--- config.mk ---
export PLATFORM = sky130hd
export DESIGN_NAME = fetch_pc_gen
export DESIGN_NICKNAME = d
export VERILOG_FILES = /design/src/rtl/fetch_pc_gen_pkg.sv /design/src/rtl/fetch_pc_gen_perf_ctr.sv /design/src/rtl/fetch_pc_gen.sv
export SDC_FILE = /design/constraint.sdc
export NUM_CORES = 1
export LEC_CHECK = 0
export CAP_MARGIN = 15
export CORE_MARGIN = 2
export CORE_UTILIZATION = 38
export CTS_CLUSTER_SIZE = 20
export DETAILED_ROUTE_END_ITERATION = 12
export PLACE_DENSITY_LB_ADDON = 0.08
export RECOVER_POWER = 50
export SLEW_MARGIN = 20
export SYNTH_ARGS = -nofsm -noshare
export SYNTH_HDL_FRONTEND = slang
export SYNTH_SLANG_ARGS = --single-unit
--- constraint.sdc ---
create_clock -name clk -period 2.8 [get_ports clk]
set_clock_uncertainty 0.05 [all_clocks]
set_input_delay 0.7 -clock clk [delete_from_list [all_inputs] [get_ports clk]]
set_output_delay 0.7 -clock clk [all_outputs]
set_load 0.05 [all_outputs]
--- src/rtl/fetch_pc_gen_pkg.sv ---
// Shared frontend definitions: fetch reset vector, epoch width, the fetch packet
// handed to the fetch queue, and a PC increment helper.
package fetch_pc_gen_pkg;

   localparam logic [31:0] FETCH_RESET_PC = 32'h6000_0000;
   localparam int          FETCH_EPOCH_W  = 2;

   typedef logic [FETCH_EPOCH_W-1:0] epoch_t;

   typedef struct packed {
      logic [31:0] pc;
      logic        pred_taken;
      logic [31:0] pred_pc;
      epoch_t      epoch;
   } fetch_pkt_t;

   // Sequential fetch step; wraps at 2^32 with no carry indication.
   function automatic logic [31:0] pc_plus4(input logic [31:0] pc);
      return pc + 32'd4;
   endfunction

endpackage

--- src/rtl/fetch_pc_gen_perf_ctr.sv ---
// 32-bit saturating event counter used by fetch_pc_gen.
// Only compiled when FETCH_PC_PERF_EN is defined.
`ifdef FETCH_PC_PERF_EN
module fetch_perf_ctr (
   input  logic        clk,
   input  logic        rst_n,
   input  logic        inc,
   output logic [31:0] count
);

   always_ff @(posedge clk or negedge rst_n) begin
      if (!rst_n) begin
         count <= '0;
      end else if (inc && (count != 32'hFFFF_FFFF)) begin
         count <= count + 32'd1;
      end
   end

endmodule
`endif

--- src/rtl/fetch_pc_gen.sv ---
// Front-end next-PC generator: holds the F1 fetch PC and drives the next PC to btb/I-cache.
// Optional FETCH_PC_PERF_EN adds saturating hit/redirect/stall counters as outputs.
module fetch_pc_gen
   import fetch_pc_gen_pkg::*;
#(
   parameter logic [31:0] RESET_PC = FETCH_RESET_PC,
   parameter int          EPOCH_W  = FETCH_EPOCH_W
) (
   input  logic               clk,
   input  logic               rst_n,
   input  logic               redirect_valid,
   input  logic [31:0]        redirect_pc,
   input  logic               imem_stall,
   input  logic               btb_hit,
   input  logic [31:0]        btb_pc,
   output logic [31:0]        btb_req_pc,
   output logic               fetch_valid,
   input  logic               fetch_ready,
   output logic [31:0]        fetch_pc,
   output logic               fetch_pred_taken,
   output logic [31:0]        fetch_pred_pc,
   output logic [EPOCH_W-1:0] fetch_epoch
`ifdef FETCH_PC_PERF_EN
   ,
   output logic [31:0]        perf_btb_hit,
   output logic [31:0]        perf_redirect,
   output logic [31:0]        perf_stall
`endif
);

   logic [31:0]        f1_pc;
   logic               f1_valid;
   logic [EPOCH_W-1:0] epoch;
   logic               advance;
   logic [31:0]        next_pc;

   assign advance = f1_valid & fetch_ready & ~imem_stall & ~redirect_valid;

   // Next PC is presented combinationally so the BTB lookup next cycle is for the new F1 PC.
   always_comb begin
      next_pc = pc_plus4(f1_pc);
      if (redirect_valid) begin
         next_pc = {redirect_pc[31:2], 2'b00};
      end else if (!f1_valid || !advance) begin
         next_pc = f1_pc;
      end else if (btb_hit) begin
         next_pc = btb_pc;
      end
   end

   always_ff @(posedge clk or negedge rst_n) begin
      if (!rst_n) begin
         f1_pc    <= RESET_PC;
         f1_valid <= 1'b0;
         epoch    <= '0;
      end else begin
         f1_pc    <= next_pc;
         f1_valid <= 1'b1;
         if (redirect_valid) begin
            epoch <= epoch + EPOCH_W'(1);
         end
      end
   end

   assign btb_req_pc       = next_pc;
   assign fetch_valid      = f1_valid & ~redirect_valid & ~imem_stall;
   assign fetch_pc         = f1_pc;
   assign fetch_pred_taken = f1_valid & btb_hit;
   assign fetch_pred_pc    = fetch_pred_taken ? btb_pc : pc_plus4(f1_pc);
   assign fetch_epoch      = epoch;

`ifdef FETCH_PC_PERF_EN
   logic stall_cycle;

   // A stall cycle is a valid F1 entry that neither advances nor is being flushed.
   assign stall_cycle = f1_valid & ~advance & ~redirect_valid;

   fetch_perf_ctr u_perf_btb_hit (
      .clk   (clk),
      .rst_n (rst_n),
      .inc   (fetch_pred_taken),
      .count (perf_btb_hit)
   );

   fetch_perf_ctr u_perf_redirect (
      .clk   (clk),
      .rst_n (rst_n),
      .inc   (redirect_valid),
      .count (perf_redirect)
   );

   fetch_perf_ctr u_perf_stall (
      .clk   (clk),
      .rst_n (rst_n),
      .inc   (stall_cycle),
      .count (perf_stall)
   );
`endif

endmodule

==> out/results.md, run 1 <==
| Stage | Quantity | Reported |
| --- | --- | --- |
| sta | Count of endpoints failing setup in the final report | 52 |
| synthesis | Ys async rst share | 100% |
| synthesis | Number of distinct standard cells referenced by the synthesized netlist | 48 |
| sta | Timing-limited maximum frequency | 309 MHz |
| setup path | Endpoint class of the critical path | primary output |
| sta | Slew at the pin with the worst max-slew slack | 2.29 ns |
| drt | 1st-iter DRT viols | 495 |
| synthesis | Total standard cell area after synthesis | 2810 µm² |
| grt | Vias in the first global route | 4310 |
| synthesis | Post-synth EDFFs | 0 |
| power and ir drop | Largest voltage drop on the vdd net | 0.306 mV |
| setup path | Data required time of the worst path | 2.05 ns |
| clock network | CTS tree | yes |
| cells and area | Register area | 900 µm² |
| clock network | Cell at the root of the clock tree | sky130_fd_sc_hd__clkbuf_8 |
| drt | Routed wirelength normalized by instance count | 25.9 µm |
| sta | Final Max Tran Viols | 36 |
| clock network | Number of CTS-inserted buffers | 5 |
| setup path | Worst-case register-to-register setup slack | 0.35 ns |
| synthesis | Fraction of the yosys area taken by sequential cells | 31.3% |
| cells and area | Footprint of the multi-input gates | 2860 µm² |
| synthesis | Cell with the most instances after synthesis | sky130_fd_sc_hd__a21oi_1 |
| sta | Worst relative slew slack | -52.8% |
| clock network | Number of buffers added to fix hold violations after cts | 0 |
| job | Maximum capacitance violations | 1 |
| setup path | Critical path type | reg -> out |
| floorplanning | Initial cell density of the core | 38.9% |
| synthesis | Most area-consuming cells after synthesis | sky130_fd_sc_hd__dfrtp_1, sky130_fd_sc_hd__a21oi_1, sky130_fd_sc_hd__nand2_1, sky130_fd_sc_hd__o21ai_0, sky130_fd_sc_hd__nand3_1 |
| synthesis | Synthesized netlist net count | 455 |
| drt | DRC violation count after routing | 0 |
| sta | Minimum clock period | 3.24 ns |
| placed design | Post-placement setup slack | -0.439 ns |
| setup path | Worst path max stage delay | 0.40 ns |
| setup path | Dominant delay contributor by cell family on the critical path | buffers and inverters |
| synthesis | Commonest register cell after synthesis | sky130_fd_sc_hd__dfrtp_1 |
| run status | Failing checks | max-capacitance violations, max-slew violations, negative setup slack |
| clock network | Clock tree sinks | 35 |
| min path | Worst Min Path Start | fetch_epoch[1] |
| clock network | Latest clock arrival within the worst-skew pair | 0.30 ns |
| sta | Final clock period utilization by the worst path | 116% |
| setup path | Reg-to-Reg Start | fetch_pc[2] |
| sta | Hold violation total from the final report | 0 |
| cells and area | Filler instances | 168 |
| setup path | Crit start category | flop |
| sta | Setup slack of the critical path after layout | -0.439 ns |
| grt | Initial antenna violation count | 0 |
| setup path | Worst-case reg-to-reg path depth | 11 |
| power and ir drop | Total Power Consumption | 3010 µW |
| cells and area | Post-layout instance count excluding filler cells | 707 |
| floorplanning | Die X-Extent | 90.0 µm |
| power and ir drop | Total leakage power | 0.00268 µW |
| cells and area | Core occupancy in the finished layout | 95.3% |
| clock network | Register clock-pin slew on the reported worst setup and hold paths | 0.08 ns |
| synthesis | Library cell occupying the most area in the post-synthesis netlist | sky130_fd_sc_hd__dfrtp_1 |
| clock network | CTS H-tree depth | 2 |
| run status | Status | finished with violations |
| drt | Via-to-Cell Ratio | 6.45 |
| synthesis | Warning count from the yosys run | 0 |
| min path | Hold Path Sink | fetch_epoch[1] |
| min path | WHS Path Cells | 1 |
| drt | Antenna-violating nets left | 0 |
| floorplanning | Core region area | 7210 µm² |
| placed design | Final weighted congestion of routability-driven global placement | 0.851 |
| synthesis | Number of instances in the synthesized netlist | 384 |
| cells and area | Area growth from synthesis to layout | 145% |
| cells and area | Layout cells sized above 1 | 52.5% |
| setup path | Capture point of the worst reg-to-reg path | fetch_pc[10] |
| floorplanning | Num rows | 31 |
| synthesis | Area share of the largest cell type after synthesis | 29.4% |
| grt | Global Route Usage Sum | 33.8% |
| grt | Maximum number of pins on one net before global-route repair | 36 |
| placed design | HPWL after detailed placement | 9.08 mm |
| floorplanning | Die boundary height | 90.0 µm |
| floorplanning | I/O pin cnt | 170 |
| drt | Via count of the routed design | 4560 |
| synthesis | FF+latch count, synth | 35 |
| setup path | Chain of cells forming the critical path | ha_4 -> nand4_1 -> buf_4 -> nor4_4 -> buf_4 -> buf_6 -> nand4_1 -> xor2_2 -> o21ai_4 -> buf_12 |
| min path | Tightest Hold Check Type | reg -> reg |
| grt | GR Overflow Total | 0 |
| placed design | Total placed cells including tap cells | 664 |
| floorplanning | Full die area | 8100 µm² |
| grt | Wire length of the first global-routing pass | 22.2 mm |
| clock network | Clock Path Buffers | 2 |
| placed design | IO Port Bufs | 167 |
| setup path | Bufs and invs on worst path | 4 |
| drt | Wire length after detailed routing | 18.3 mm |
| setup path | CP Data Arrival Time | 2.49 ns |
| cells and area | Number of nets in the finished design | 678 |
| power and ir drop | Power per cell area | 438 nW/µm² |
| sta | Sum of negative setup slack | -10.40 ns |
| cells and area | Antenna diode count | 0 |
| setup path | Slowest cell on the critical path | sky130_fd_sc_hd__dfrtp_2 |
| drt | 1st-pass router iterations | 5 |
| sta | Unrepaired setup endpoints after global routing | true |
| synthesis | Leading cell types by count after synthesis | sky130_fd_sc_hd__a21oi_1, sky130_fd_sc_hd__nand2_1, sky130_fd_sc_hd__nor2_1 |
| synthesis | Avg Inst Size Synth | 7.31 µm² |
| setup path | CP max FO | 4 |
metrics by stage:
stage	instance area, µm²	hold slack (ns)
2_1_floorplan	3350	0.354
3_3_place_gp	5840	0.413
3_5_place_dp	5840	0.426
4_1_cts	6380	0.440
5_1_grt	6870	0.470
6_report	6870	0.446
layout by cell type, fill, tap and decap left out, types with 17 or more instances in the layout:
| cell type | synthesis | layout |
|---|---|---|
| sky130_fd_sc_hd__o21ai_4 | 0 | 22 |
| sky130_fd_sc_hd__buf_6 | 0 | 21 |
| sky130_fd_sc_hd__buf_12 | 0 | 54 |
| sky130_fd_sc_hd__nor2_1 | 37 | 34 |
| sky130_fd_sc_hd__nand2_1 | 44 | 36 |
| sky130_fd_sc_hd__buf_4 | 2 | 67 |
| sky130_fd_sc_hd__clkdlybuf4s50_1 | 0 | 96 |
| sky130_fd_sc_hd__a21oi_2 | 0 | 28 |
| sky130_fd_sc_hd__a21oi_1 | 78 | 37 |
| sky130_fd_sc_hd__dfrtp_2 | 0 | 17 |
worst reg2reg max path, cell delays in order, from the launching register on:
cell and delay, ns:
sky130_fd_sc_hd__dfrtp_2 0.40, sky130_fd_sc_hd__ha_4 0.16, sky130_fd_sc_hd__nand4_1 0.18, sky130_fd_sc_hd__buf_4 0.21, sky130_fd_sc_hd__buf_8 0.14, sky130_fd_sc_hd__or3_1 0.33, sky130_fd_sc_hd__o21ai_1 0.12, sky130_fd_sc_hd__a221oi_2 0.09
sky130_fd_sc_hd__a21o_1 0.25, sky130_fd_sc_hd__buf_4 0.17, sky130_fd_sc_hd__buf_4 0.13, sky130_fd_sc_hd__buf_4 0.13
state kept, by name, summed over array words and instances, names as in the netlist:
register	count
f1_valid	1
fetch_epoch	2
fetch_pc	32
report_power, final:
part,switching (µW),internal [µW],leakage (µW)
registers,98.9,572,0.000405
clock network,216,225,0.0000515
logic,1120,782,0.00223
area by class of cell:
cell class                 instances  area share, %
inverter                           4          0.218
multi-input combinational        314           41.6
sequential                        35           13.1
clock buffer                       8           1.46
timing repair buffer             247           41.8
tap                               99           1.80
cell families after synthesis:
| group | after synthesis | synth area share (%) |
|---|---|---|
| AO/OA/AOI/OAI | 124 | 23.3 |
| buffers and inverters | 35 | 5.75 |
| multiplexers | 6 | 2.36 |
| flip-flops | 35 | 31.3 |
| XOR/XNOR | 30 | 9.35 |
| adder cells (fa/ha/maj) | 1 | 0.445 |
| other | 1 | 0.134 |
| AND/OR/NAND/NOR | 152 | 27.3 |
routing by layer:
layer / global-route usage (%) / share of wire (%) / vias up / routed length [µm]
met5: 0 / 0 / - / 0
met2: 59.9 / 48 / 427 / 8730
met1: 38.8 / 35 / 2198 / 6410
met4: 13.1 / 6.5 / 0 / 1180
li1: - / - / 1816 / -
met3: 9.05 / 11 / 119 / 1990
worst max path at each step:
stage                      from           endpoint  slack (ns)  cells past startpoint
CTS                 fetch_pc[2]     btb_req_pc[28]       -0.18                      9
global placement     imem_stall      btb_req_pc[9]       -0.42                      8
finish              fetch_pc[2]     btb_req_pc[20]       -0.44                     10
global route        fetch_pc[2]     btb_req_pc[20]       -0.48                     10
detailed placement   imem_stall     btb_req_pc[17]       -0.44                      9
floorplan               btb_hit  fetch_pred_pc[11]       -0.25                      5
what timing repair did:
item / in CTS / in global routing
gates cloned: 0 / 1
pin swaps: 40 / 36
resized for setup: 81 / 71
setup endpoints to repair: 53 / 54
buffers inserted: 14 / 21
No activity file was read; power rests on OpenSTA's default activity.
==> inputs of run 2 (changes only) <==
--- a/config.mk
+++ b/config.mk
@@ -12,7 +12,8 @@
 export DETAILED_ROUTE_END_ITERATION = 12
 export PLACE_DENSITY_LB_ADDON = 0.08
 export RECOVER_POWER = 50
-export SLEW_MARGIN = 20
+export SLEW_MARGIN = 15
 export SYNTH_ARGS = -nofsm -noshare
 export SYNTH_HDL_FRONTEND = slang
 export SYNTH_SLANG_ARGS = --single-unit
+export TNS_END_PERCENT = 50
==> run 2 against run 1 <==
The run still ends with max-capacitance violations, max-slew violations, negative setup slack left. Clock power down 14%. Wire length is 9.8% lower. Utilization is 3.4 points lower. Cell area down 3.6%. Cell count down 0.99%. Register-to-register slack improved by 0.26 ns. Sequential power up 0.9%. Die area stayed put. Hold slack improved by 0.0086 ns. Non-clock buffer count shrank 7. Maximum frequency is 3.8% higher. Largest power group unchanged.
==> out/results.md, run 2 (synthesis results as in run 1) <==
| Stage | Quantity | Reported |
| --- | --- | --- |
| grt | Maximum number of pins on one net before global-route repair | 36 |
| floorplanning | Core region area | 7210 µm² |
| drt | Via-to-Cell Ratio | 6.31 |
| cells and area | Post-route cell area | 6630 µm² |
| setup path | Reg-to-Reg Start | fetch_pc[11] |
| floorplanning | I/O pin cnt | 170 |
| clock network | Register clock-pin slew on the reported worst setup and hold paths | 0.07 ns |
| cells and area | Max reg flops | 32 |
| grt | Global Route Usage Sum | 32.7% |
| setup path | CP Data Arrival Time | 2.37 ns |
| placed design | HPWL after detailed placement | 8.93 mm |
| floorplanning | Die boundary height | 90.0 µm |
| sta | Hold violation total from the final report | 0 |
| cells and area | Antenna diode count | 0 |
| clock network | Number of CTS-inserted buffers | 5 |
| sta | Slew at the pin with the worst max-slew slack | 2.23 ns |
| cells and area | Filler instances | 253 |
| cells and area | Number of nets in the finished design | 671 |
| drt | Antenna-violating nets left | 0 |
| power and ir drop | Share of total power in combinational logic | 63.3% |
| setup path | CP max FO | 6 |
| grt | GR Overflow Total | 0 |
| placed design | IO Port Bufs | 167 |
| setup path | Worst path max stage delay | 0.39 ns |
| job | Maximum capacitance violations | 1 |
| drt | Via count of the routed design | 4416 |
| cells and area | Core occupancy in the finished layout | 91.8% |
| setup path | Crit start category | flop |
| clock network | CTS H-tree depth | 2 |
| sta | Minimum clock period | 3.12 ns |
| min path | Tightest Hold Check Type | reg -> reg |
| setup path | Slowest cell on the critical path | sky130_fd_sc_hd__dfrtp_2 |
| clock network | Clock Path Buffers | 2 |
| cells and area | Layout cells sized above 1 | 48.3% |
| cells and area | Area growth from synthesis to layout | 136% |
| min path | Hold Path Sink | fetch_epoch[0] |
| drt | Routed wirelength normalized by instance count | 23.6 µm |
| grt | Vias in the first global route | 4190 |
| floorplanning | Full die area | 8100 µm² |
| power and ir drop | Cell internal pwr | 1510 µW |
| setup path | Crit. path cell count | 9 |
| power and ir drop | Proportion of power drawn by the clock network | 13.2% |
| power and ir drop | Power per cell area | 435 nW/µm² |
| min path | Worst Min Path Start | fetch_epoch[0] |
| setup path | Critical path type | reg -> out |
| sta | Final Max Tran Viols | 36 |
| setup path | Most common cell on crit path | sky130_fd_sc_hd__nand4_1 |
| min path | WHS Path Cells | 1 |
| setup path | Worst-case reg-to-reg path depth | 7 |
| setup path | Bufs and invs on worst path | 3 |
| clock network | Clock tree sinks | 35 |
| drt | Wire length after detailed routing | 16.5 mm |
| run status | Failing checks | max-capacitance violations, max-slew violations, negative setup slack |
| setup path | Dominant delay contributor by cell family on the critical path | buffers and inverters |
| clock network | Latest clock arrival within the worst-skew pair | 0.30 ns |
| power and ir drop | Largest voltage drop on the vdd net | 0.365 mV |
| setup path | Worst-case register-to-register setup slack | 0.61 ns |
| drt | 1st-iter DRT viols | 375 |
| sta | Worst hold margin | 0.455 ns |
| cells and area | Highest-count cells in the layout ignoring fill and taps | sky130_fd_sc_hd__clkdlybuf4s50_1, sky130_fd_sc_hd__buf_4, sky130_fd_sc_hd__buf_12 |
| grt | Initial antenna violation count | 0 |
| cells and area | Leading cell type in the layout, fill and taps excluded | sky130_fd_sc_hd__clkdlybuf4s50_1 |
| sta | Unrepaired setup endpoints after global routing | true |
| floorplanning | Num rows | 31 |
| placed design | Final weighted congestion of routability-driven global placement | 0.885 |
| floorplanning | Die X-Extent | 90.0 µm |
| drt | DRC violation count after routing | 0 |
| run status | Status | finished with violations |
| sta | Setup slack of the critical path after layout | -0.321 ns |
| clock network | Cell at the root of the clock tree | sky130_fd_sc_hd__clkbuf_8 |
| setup path | Endpoint class of the critical path | primary output |
| clock network | CTS tree | yes |
| sta | Final clock period utilization by the worst path | 111% |
| floorplanning | Initial cell density of the core | 38.9% |
| power and ir drop | Share of total power in sequential cells | 23.5% |
| grt | Wire length of the first global-routing pass | 21.3 mm |
| drt | 1st-pass router iterations | 5 |
| sta | Worst relative slew slack | -48.5% |
| sta | Count of endpoints failing setup in the final report | 50 |
| setup path | Capture point of the worst reg-to-reg path | fetch_pc[17] |
| setup path | Chain of cells forming the critical path | ha_4 -> nand4_1 -> buf_4 -> nor4_4 -> buf_6 -> nand4_1 -> xor2_2 -> o21ai_4 -> buf_12 |
| power and ir drop | Switch share | 47.6% |
| setup path | Data required time of the worst path | 2.05 ns |
| placed design | Post-DP Area | 5870 µm² |
| power and ir drop | Total leakage power | 0.00261 µW |
| power and ir drop | Net Switching | 1370 µW |
| sta | Timing-limited maximum frequency | 320 MHz |
## run 2: metrics by stage
step	TNS (ns)	worst slack, ns	cells	power (µW)
floorplan	-3.57	-0.251	384	1590
global placement	-10.64	-0.406	663	2310
detailed placement	-11.70	-0.449	663	2340
CTS	-3.45	-0.237	678	2760
global route	-15.23	-0.416	700	2960
finish	-9.15	-0.321	700	2880
## run 2: how the worst max path moves through the flow
stage	startpoint	to
4_1_cts	fetch_pc[3]	btb_req_pc[30]
6_report	fetch_pc[3]	btb_req_pc[26]
2_1_floorplan	btb_hit	fetch_pred_pc[11]
5_1_grt	fetch_pc[3]	fetch_pred_pc[28]
3_3_place_gp	imem_stall	btb_req_pc[9]
3_5_place_dp	imem_stall	btb_req_pc[9]
## run 2: layout make-up
class,instances,area (µm²),share of cell area (%)
repair buffers,240,2870,43.3
flip-flops and latches,35,902,13.6
well taps,99,124,1.87
clock inverters,1,5.00,0.0755
multi-input cells,314,2640,39.8
clock buffers,7,76.3,1.15
inverters,4,15.0,0.227
## run 2: power by group through the flow
| stage | logic (µW) | registers, µW | clock network, µW |
|---|---|---|---|
| floorplan | 725 | 862 | 0 |
| global placement | 1650 | 661 | 0 |
| detailed placement | 1680 | 665 | 0 |
| CTS | 1720 | 662 | 381 |
| global route | 1870 | 686 | 405 |
| finish | 1820 | 677 | 380 |
## run 2: timing repair
| item | CTS | global route |
|---|---|---|
| resized for setup | 60 | 51 |
| pin swaps | 35 | 39 |
| endpoints found under the setup margin | 53 | 50 |
| buffers inserted | 8 | 22 |
| hold buffers | 0 | 0 |
| endpoints found under the hold margin | 0 | 0 |
## run 2: routing by layer
metal | routed length (µm) | track usage [%]
met5 | 0 | 0
met4 | 925 | 16.8
met1 | 5690 | 38.2
met2 | 8180 | 55.7
met3 | 1720 | 8.13
